File: src/rtl/pacman_defs.sv
// Shared sprite, character and FSM encodings for the pacman map/movement logic.
package pacman_defs;

  localparam int unsigned COORD_W = 5;
  localparam int unsigned SPR_W   = 3;
  localparam int unsigned CHAR_W  = 3;
  localparam int unsigned SCORE_W = 16;
  localparam int unsigned TIMER_W = 8;
  localparam int unsigned STATE_W = 3;

  localparam logic [SPR_W-1:0] SPR_EMPTY  = 3'd0;
  localparam logic [SPR_W-1:0] SPR_WALL   = 3'd1;
  localparam logic [SPR_W-1:0] SPR_PELLET = 3'd2;
  localparam logic [SPR_W-1:0] SPR_POWER  = 3'd3;
  localparam logic [SPR_W-1:0] SPR_GATE   = 3'd4;

  localparam logic [CHAR_W-1:0] CHAR_PACMAN = 3'd0;
  localparam logic [CHAR_W-1:0] CHAR_GHOST0 = 3'd1;
  localparam logic [CHAR_W-1:0] CHAR_GHOST1 = 3'd2;
  localparam logic [CHAR_W-1:0] CHAR_GHOST2 = 3'd3;
  localparam logic [CHAR_W-1:0] CHAR_GHOST3 = 3'd4;

  localparam logic [STATE_W-1:0] ST_IDLE   = 3'd0;
  localparam logic [STATE_W-1:0] ST_READ   = 3'd1;
  localparam logic [STATE_W-1:0] ST_WAIT   = 3'd2;
  localparam logic [STATE_W-1:0] ST_DECIDE = 3'd3;
  localparam logic [STATE_W-1:0] ST_WRITE  = 3'd4;
  localparam logic [STATE_W-1:0] ST_RESP   = 3'd5;

  // Map tile coordinate pair
  typedef struct packed {
    logic [COORD_W-1:0] y;
    logic [COORD_W-1:0] x;
  } tile_t;

  // Tiles a character may step onto; unknown codes behave as walls
  function automatic logic spr_passable(input logic [SPR_W-1:0] s);
    return (s == SPR_EMPTY) || (s == SPR_GATE) || (s == SPR_PELLET) || (s == SPR_POWER);
  endfunction

  // Tiles that pacman consumes
  function automatic logic spr_edible(input logic [SPR_W-1:0] s);
    return (s == SPR_PELLET) || (s == SPR_POWER);
  endfunction

endpackage

File: src/rtl/move_resolver_if.sv
// Request/response, map port and status bundle between controllers and move_resolver.
interface move_resolver_if;
  import pacman_defs::*;

  logic                 req_valid;
  logic                 req_ready;
  logic [CHAR_W-1:0]    char_type;
  logic [COORD_W-1:0]   target_x;
  logic [COORD_W-1:0]   target_y;
  logic [COORD_W-1:0]   map_x;
  logic [COORD_W-1:0]   map_y;
  logic                 map_readwrite;
  logic [SPR_W-1:0]     map_data_wr;
  logic [SPR_W-1:0]     map_data_rd;
  logic                 char_write;
  logic [COORD_W-1:0]   char_x_out;
  logic [COORD_W-1:0]   char_y_out;
  logic [CHAR_W-1:0]    char_type_out;
  logic                 resp_valid;
  logic                 able_to_move;
  logic                 able_to_damage;
  logic [SCORE_W-1:0]   score;

  modport slave (
    input  req_valid, char_type, target_x, target_y, map_data_rd,
    output req_ready, map_x, map_y, map_readwrite, map_data_wr,
           char_write, char_x_out, char_y_out, char_type_out,
           resp_valid, able_to_move, able_to_damage, score
  );

  modport master (
    output req_valid, char_type, target_x, target_y, map_data_rd,
    input  req_ready, map_x, map_y, map_readwrite, map_data_wr,
           char_write, char_x_out, char_y_out, char_type_out,
           resp_valid, able_to_move, able_to_damage, score
  );
endinterface

File: src/rtl/power_timer.sv
// Power-pellet countdown: reload on load, decrement on tick while nonzero.
module power_timer
  import pacman_defs::*;
#(
  parameter int unsigned TICKS = 50
) (
  input  logic clock_50,
  input  logic reset,
  input  logic load,
  input  logic tick,
  output logic nonzero
);

  logic [TIMER_W-1:0] count;
  logic [TIMER_W-1:0] count_nx;

  // Next count: a reload always beats a coincident tick
  always_comb begin
    count_nx = count;
    if (load) begin
      count_nx = TIMER_W'(TICKS);
    end else if (tick && (count != '0)) begin
      count_nx = count - TIMER_W'(1);
    end
  end

  // Count and registered nonzero flag, kept in step with each other
  always_ff @(posedge clock_50) begin
    if (reset) begin
      count   <= '0;
      nonzero <= 1'b0;
    end else begin
      count   <= count_nx;
      nonzero <= (count_nx != '0);
    end
  end

endmodule

File: src/rtl/move_resolver.sv
// Resolves movement requests against the map, eats pellets, keeps score and commits positions.
module move_resolver
  import pacman_defs::*;
#(
  parameter int unsigned MAP_W       = 32,
  parameter int unsigned MAP_H       = 24,
  parameter int unsigned POWER_TICKS = 50,
  parameter int unsigned PELLET_PTS  = 1,
  parameter int unsigned POWER_PTS   = 5
) (
  input  logic             clock_50,
  input  logic             reset,
  input  logic             tick,
  move_resolver_if.slave   bus
);

  localparam logic [COORD_W:0]   MAP_W_L      = (COORD_W+1)'(MAP_W);
  localparam logic [COORD_W:0]   MAP_H_L      = (COORD_W+1)'(MAP_H);
  localparam logic [SCORE_W-1:0] PELLET_PTS_L = SCORE_W'(PELLET_PTS);
  localparam logic [SCORE_W-1:0] POWER_PTS_L  = SCORE_W'(POWER_PTS);

  logic [STATE_W-1:0] state;
  logic [STATE_W-1:0] state_nx;

  tile_t              tgt;
  logic [CHAR_W-1:0]  char_q;
  logic [SPR_W-1:0]   spr_q;
  logic               legal_q;

  logic               req_ready_q;
  logic [COORD_W-1:0] map_x_q;
  logic [COORD_W-1:0] map_y_q;
  logic               map_readwrite_q;
  logic [SPR_W-1:0]   map_data_wr_q;
  logic               char_write_q;
  logic [COORD_W-1:0] char_x_q;
  logic [COORD_W-1:0] char_y_q;
  logic [CHAR_W-1:0]  char_type_q;
  logic               resp_valid_q;
  logic               able_to_move_q;
  logic               able_to_damage_q;
  logic [SCORE_W-1:0] score_q;

  logic               accept_c;
  logic               in_range_c;
  logic               eat_c;
  logic               power_load_c;
  logic [SCORE_W-1:0] pts_c;
  logic [SCORE_W:0]   score_sum_c;

  assign accept_c     = req_ready_q && bus.req_valid;
  assign in_range_c   = ({1'b0, bus.target_x} < MAP_W_L) && ({1'b0, bus.target_y} < MAP_H_L);
  assign eat_c        = spr_edible(bus.map_data_rd) && (char_q == CHAR_PACMAN);
  assign power_load_c = (state == ST_WRITE) && (spr_q == SPR_POWER);
  assign pts_c        = (spr_q == SPR_POWER) ? POWER_PTS_L : PELLET_PTS_L;
  assign score_sum_c  = {1'b0, score_q} + {1'b0, pts_c};

  // State register
  always_ff @(posedge clock_50) begin
    if (reset) begin
      state <= ST_IDLE;
    end else begin
      state <= state_nx;
    end
  end

  // Next-state decode
  always_comb begin
    state_nx = state;
    case (state)
      ST_IDLE:   if (accept_c) state_nx = in_range_c ? ST_READ : ST_RESP;
      ST_READ:   state_nx = ST_WAIT;
      ST_WAIT:   state_nx = ST_DECIDE;
      ST_DECIDE: state_nx = (spr_passable(bus.map_data_rd) && eat_c) ? ST_WRITE : ST_RESP;
      ST_WRITE:  state_nx = ST_RESP;
      ST_RESP:   state_nx = ST_IDLE;
      default:   state_nx = ST_IDLE;
    endcase
  end

  // Request capture, registered outputs and score; strobes default low each cycle
  always_ff @(posedge clock_50) begin
    if (reset) begin
      tgt             <= '0;
      char_q          <= '0;
      spr_q           <= '0;
      legal_q         <= 1'b0;
      req_ready_q     <= 1'b1;
      map_x_q         <= '0;
      map_y_q         <= '0;
      map_readwrite_q <= 1'b0;
      map_data_wr_q   <= '0;
      char_write_q    <= 1'b0;
      char_x_q        <= '0;
      char_y_q        <= '0;
      char_type_q     <= '0;
      resp_valid_q    <= 1'b0;
      able_to_move_q  <= 1'b0;
      score_q         <= '0;
    end else begin
      req_ready_q     <= (state_nx == ST_IDLE);
      map_readwrite_q <= 1'b0;
      char_write_q    <= 1'b0;
      resp_valid_q    <= 1'b0;
      case (state)
        ST_IDLE: begin
          if (accept_c) begin
            tgt     <= '{y: bus.target_y, x: bus.target_x};
            char_q  <= bus.char_type;
            legal_q <= 1'b0;
            if (in_range_c) begin
              map_x_q <= bus.target_x;
              map_y_q <= bus.target_y;
            end
          end
        end
        ST_DECIDE: begin
          legal_q <= spr_passable(bus.map_data_rd);
          spr_q   <= bus.map_data_rd;
        end
        ST_WRITE: begin
          map_readwrite_q <= 1'b1;
          map_data_wr_q   <= SPR_EMPTY;
          score_q         <= score_sum_c[SCORE_W] ? {SCORE_W{1'b1}} : score_sum_c[SCORE_W-1:0];
        end
        ST_RESP: begin
          resp_valid_q   <= 1'b1;
          able_to_move_q <= legal_q;
          if (legal_q) begin
            char_write_q <= 1'b1;
            char_x_q     <= tgt.x;
            char_y_q     <= tgt.y;
            char_type_q  <= char_q;
          end
        end
        default: ;
      endcase
    end
  end

  // Power-pellet timer drives able_to_damage
  power_timer #(
    .TICKS (POWER_TICKS)
  ) u_power_timer (
    .clock_50 (clock_50),
    .reset    (reset),
    .load     (power_load_c),
    .tick     (tick),
    .nonzero  (able_to_damage_q)
  );

  assign bus.req_ready      = req_ready_q;
  assign bus.map_x          = map_x_q;
  assign bus.map_y          = map_y_q;
  assign bus.map_readwrite  = map_readwrite_q;
  assign bus.map_data_wr    = map_data_wr_q;
  assign bus.char_write     = char_write_q;
  assign bus.char_x_out     = char_x_q;
  assign bus.char_y_out     = char_y_q;
  assign bus.char_type_out  = char_type_q;
  assign bus.resp_valid     = resp_valid_q;
  assign bus.able_to_move   = able_to_move_q;
  assign bus.able_to_damage = able_to_damage_q;
  assign bus.score          = score_q;

endmodule

File: src/flat_wrapper.sv
// flat-port wrapper written by rule: the top's interface ports become plain ports
module move_resolver_flat import pacman_defs::*;
#(
  parameter int unsigned MAP_W       = 32,
  parameter int unsigned MAP_H       = 24,
  parameter int unsigned POWER_TICKS = 50,
  parameter int unsigned PELLET_PTS  = 1,
  parameter int unsigned POWER_PTS   = 5
)
  (clock_50, reset, tick, bus_req_valid, bus_char_type, bus_target_x, bus_target_y, bus_map_data_rd, bus_req_ready, bus_map_x, bus_map_y, bus_map_readwrite, bus_map_data_wr, bus_char_write, bus_char_x_out, bus_char_y_out, bus_char_type_out, bus_resp_valid, bus_able_to_move, bus_able_to_damage, bus_score);
  move_resolver_if bus_i ();
  input  logic clock_50;
  input  logic reset;
  input  logic tick;
  input wire logic [$bits(bus_i.req_valid)-1:0] bus_req_valid;
  input wire logic [$bits(bus_i.char_type)-1:0] bus_char_type;
  input wire logic [$bits(bus_i.target_x)-1:0] bus_target_x;
  input wire logic [$bits(bus_i.target_y)-1:0] bus_target_y;
  input wire logic [$bits(bus_i.map_data_rd)-1:0] bus_map_data_rd;
  output wire logic [$bits(bus_i.req_ready)-1:0] bus_req_ready;
  output wire logic [$bits(bus_i.map_x)-1:0] bus_map_x;
  output wire logic [$bits(bus_i.map_y)-1:0] bus_map_y;
  output wire logic [$bits(bus_i.map_readwrite)-1:0] bus_map_readwrite;
  output wire logic [$bits(bus_i.map_data_wr)-1:0] bus_map_data_wr;
  output wire logic [$bits(bus_i.char_write)-1:0] bus_char_write;
  output wire logic [$bits(bus_i.char_x_out)-1:0] bus_char_x_out;
  output wire logic [$bits(bus_i.char_y_out)-1:0] bus_char_y_out;
  output wire logic [$bits(bus_i.char_type_out)-1:0] bus_char_type_out;
  output wire logic [$bits(bus_i.resp_valid)-1:0] bus_resp_valid;
  output wire logic [$bits(bus_i.able_to_move)-1:0] bus_able_to_move;
  output wire logic [$bits(bus_i.able_to_damage)-1:0] bus_able_to_damage;
  output wire logic [$bits(bus_i.score)-1:0] bus_score;
  assign bus_i.req_valid = bus_req_valid;
  assign bus_i.char_type = bus_char_type;
  assign bus_i.target_x = bus_target_x;
  assign bus_i.target_y = bus_target_y;
  assign bus_i.map_data_rd = bus_map_data_rd;
  assign bus_req_ready = bus_i.req_ready;
  assign bus_map_x = bus_i.map_x;
  assign bus_map_y = bus_i.map_y;
  assign bus_map_readwrite = bus_i.map_readwrite;
  assign bus_map_data_wr = bus_i.map_data_wr;
  assign bus_char_write = bus_i.char_write;
  assign bus_char_x_out = bus_i.char_x_out;
  assign bus_char_y_out = bus_i.char_y_out;
  assign bus_char_type_out = bus_i.char_type_out;
  assign bus_resp_valid = bus_i.resp_valid;
  assign bus_able_to_move = bus_i.able_to_move;
  assign bus_able_to_damage = bus_i.able_to_damage;
  assign bus_score = bus_i.score;
  move_resolver #(.MAP_W(MAP_W), .MAP_H(MAP_H), .POWER_TICKS(POWER_TICKS), .PELLET_PTS(PELLET_PTS), .POWER_PTS(POWER_PTS)) u_core (.clock_50(clock_50), .reset(reset), .tick(tick), .bus(bus_i));
endmodule
File: config.mk
export PLATFORM = sky130hd
export DESIGN_NAME = move_resolver_flat
export DESIGN_NICKNAME = d
export VERILOG_FILES = /design/src/rtl/pacman_defs.sv /design/src/rtl/move_resolver_if.sv /design/src/rtl/power_timer.sv /design/src/rtl/move_resolver.sv /design/src/flat_wrapper.sv
export SDC_FILE = /design/constraint.sdc
export NUM_CORES = 1
export LEC_CHECK = 0
export ABC_AREA = 1
export ABC_CLOCK_PERIOD_IN_PS = 2600
export CORE_MARGIN = 3
export CORE_UTILIZATION = 30
export CTS_CLUSTER_DIAMETER = 100
export CTS_CLUSTER_SIZE = 8
export DETAILED_ROUTE_END_ITERATION = 8
export PLACE_DENSITY = 0.51
export SETUP_SLACK_MARGIN = 0.2
export SKIP_CTS_REPAIR_TIMING = 1
export SYNTH_ARGS = -nofsm -noshare
export SYNTH_HDL_FRONTEND = slang
export SYNTH_SLANG_ARGS = --single-unit
File: constraint.sdc
create_clock -name clock_50 -period 2.6 [get_ports clock_50]
set_clock_uncertainty 0.1 [all_clocks]
set_input_delay 0.78 -clock clock_50 [delete_from_list [all_inputs] [get_ports clock_50]]
set_output_delay 0.78 -clock clock_50 [all_outputs]
set_load 0.005 [all_outputs]
==> impl_metrics.toml <==
[synth]
ys_types = 31
yosysTopAreaCellShare = 0.4620
ys_top_cells_by_area = "dfxtp_1, nand2_1, a21oi_1"
syn_area_per_cell_um2 = 7.478
yosysTopAreaCell = "dfxtp_1"
yosysWarnings = 0
async_flop_share = 0
ys.flop_type = "dfxtp_1"
syn_inst = 423
yosysSeqAreaShare = 0.4620
netlist_area_um2 = 3163
synth_edf_count = 0
synth-seq-cells = 73

[critical_path]
critPathKind = "reg2out"
r2r-start = "u_core.spr_q[0]"
critPathMaxStageDelay_ps = 570
crit_start = "u_core.bus.score[9]"
path_buf_inv = 1
worstPathCellList = "clkdlybuf4s50_1"
critPathLaunchType = "flip-flop"
crit_fanout = 7
crit_arrival_ps = 1380
crit_slowest_cell = "clkdlybuf4s50_1"
cpLargestDelayFamily = "buffers and inverters"
cp-end-kind = "output pin"
cp.required_ps = 1720

[outcome]
status = "finished, final reports clean"

[routing]
initialDrtViolationCount = 125
drt_pass1_iterations = 5
drtAntennaViolNets = 0
wl_mm = 7.778
viasPerCell = 4.498
vias = 2820
drcViolationCount = 0
avgRoutedWirePerCell_um = 12.41

[placement]
portBuffers = 64
placed_cell_area_um2 = 3933
globalplace.congestion = 0.8835
hpwlAfterDp_mm = 5.600

[cells_and_area]
seq_area_um2 = 1461
diodes = 0
fillers = 1058
stdcell_area_um2 = 4158
multi_input_area_um2 = 1450
nets = 513
drive_gt1_frac = 0.06478
layout_common_cells = "nand2_1, dfxtp_1, clkdlybuf4s50_1, nor2_1, inv_1"
final_common_cell = "nand2_1"
syn_to_final_growth_pct = 31.45

[floorplanning]
ios = 68
rows = 36
die_y_um = 108.7
die-width_um = 108.7
die-area_um2 = 11810
core_area_um2 = 10000
initial_core_util = 0.3163

[grt]
grt_pass1_vias = 2692
grt_pass1_wl_mm = 12.90
antenna_found_initial = 0
grt_usage = 0.1387
grt_max_degree = 23
grt_overflow = 0

[power]
p_leak_uw = 0.001688
p_per_area_nw_per_um2 = 876.7
ir_worst_vdd_mv = 0.4215

[clock_network]
cts_buffers = 9
cts-root-buf = "clkbuf_8"
cts.sinks = 73
h-tree-depth = 3
path_clk_slew_ps = 80
clock_latency_ps = 340
tritoncts = "yes"
cts_buffer_depth = 2

[timing]
finalSetupTns_ps = 0
setup_viol = 0
slew_viol_final = 0
rsz0062_at_grt = "false"
relSlewSlack = 0.6124
max_clock_freq_mhz = 441.6
hold_viol = 0
tightest_slew_ps = 580.5
layout_min_cycle_time_ps = 2264
fin_crit_sh = 0.8709

[worst_hold_path]
hold_path.class = "reg2reg"
worstHoldStart = "u_core.bus.map_y[3]"

[run]
drv_cap = 0
## power breakdown
group	internal (uW)	switching, uW
clock network	550	451
registers	1330	152
logic	497	663
## synthesized netlist by cell type, types with 2 or more instances
master	instances
xnor2_1	2
clkbuf_1	12
a31oi_1	5
o21ai_0	26
nand2_1	76
buf_4	3
o21a_1	2
a21oi_1	43
inv_1	44
or2_2	2
nand3b_1	3
nor3_1	9
dfxtp_1	73
ha_1	4
xor2_1	7
buf_6	2
nand3_1	33
a211oi_1	8
nor2_1	54
nand4_1	4
## path summary, 6_finish.rpt
| kind | to | slack [ps] | cells after the start |
|---|---|---|---|
| max | bus_score[9] | 340 | 1 |
| max reg2reg | u_core.bus.score[11] | 420 | 9 |
| min reg2reg | u_core.bus.map_y[3] | 350 | 2 |
| min | u_core.bus.map_y[3] | 350 | 2 |
## metrics by stage
| stage | utilization | power [uW] | std cells | setup slack [ps] | hold WS, ps |
|---|---|---|---|---|---|
| 3_3_place_gp | 0.3933 | 2657 | 611 | 224.4 | 338.7 |
| 4_1_cts | 0.4158 | 3690 | 627 | 321.8 | 358.6 |
| 5_1_grt | 0.4158 | 3930 | 627 | 207.2 | 380.1 |
| 2_1_floorplan | - | 2300 | 425 | 680.3 | 330.3 |
| 3_5_place_dp | 0.3933 | 2666 | 611 | 158.0 | 340.3 |
| 6_report | 0.4158 | 3645 | 627 | 335.6 | 353.7 |
## cell type report
type | instances | share of cell area
sequential | 73 | 0.3515
clock buffer | 9 | 0.02979
clock inverter | 7 | 0.02438
tap | 133 | 0.04002
multi-input combinational | 290 | 0.3488
timing repair buffer | 70 | 0.1649
inverter | 45 | 0.04063
## per-layer routing
layer | vias to the layer above | wire length, um | track usage | share of wire
li1 | 1513 | - | - | -
met1 | 1234 | 4011 | 0.1942 | 0.52
met2 | 66 | 3221 | 0.2048 | 0.41
met3 | 7 | 482 | 0.03848 | 0.062
met4 | 0 | 63 | 0.04869 | 0.0081
met5 | - | 0 | 0 | 0
## kinds of logic (layout without fill, tap and decap cells)
| group | count (synthesis) | count (layout) | synth area share |
|---|---|---|---|
| AOI/OAI and AO/OA | 84 | 84 | 0.1428 |
| DFF | 73 | 73 | 0.4620 |
| adders and majority gates | 4 | 4 | 0.01582 |
| buffers and inverters | 62 | 131 | 0.08188 |
| and+or+nand+nor | 190 | 190 | 0.2714 |
| other | 1 | 3 | 0.001186 |
| xor gates and xnor gates | 9 | 9 | 0.02492 |
## registers in the layout (all words and copies together), names as in the netlist
name / cells
u_core.bus.map_readwrite: 1
u_core.bus.char_x_out: 5
u_core.bus.char_y_out: 5
u_core.legal_q: 1
u_core.u_power_timer.nonzero: 1
u_core.bus.score: 16
u_core.tgt: 10
u_core.bus.req_ready: 1
u_core.bus.char_write: 1
u_core.char_q: 3
u_core.bus.map_x: 5
u_core.bus.resp_valid: 1
u_core.state: 3
u_core.u_power_timer.count: 8
u_core.bus.char_type_out: 3
u_core.bus.able_to_move: 1
u_core.spr_q: 3
u_core.bus.map_y: 5
Power figures use the tool's default switching activity.
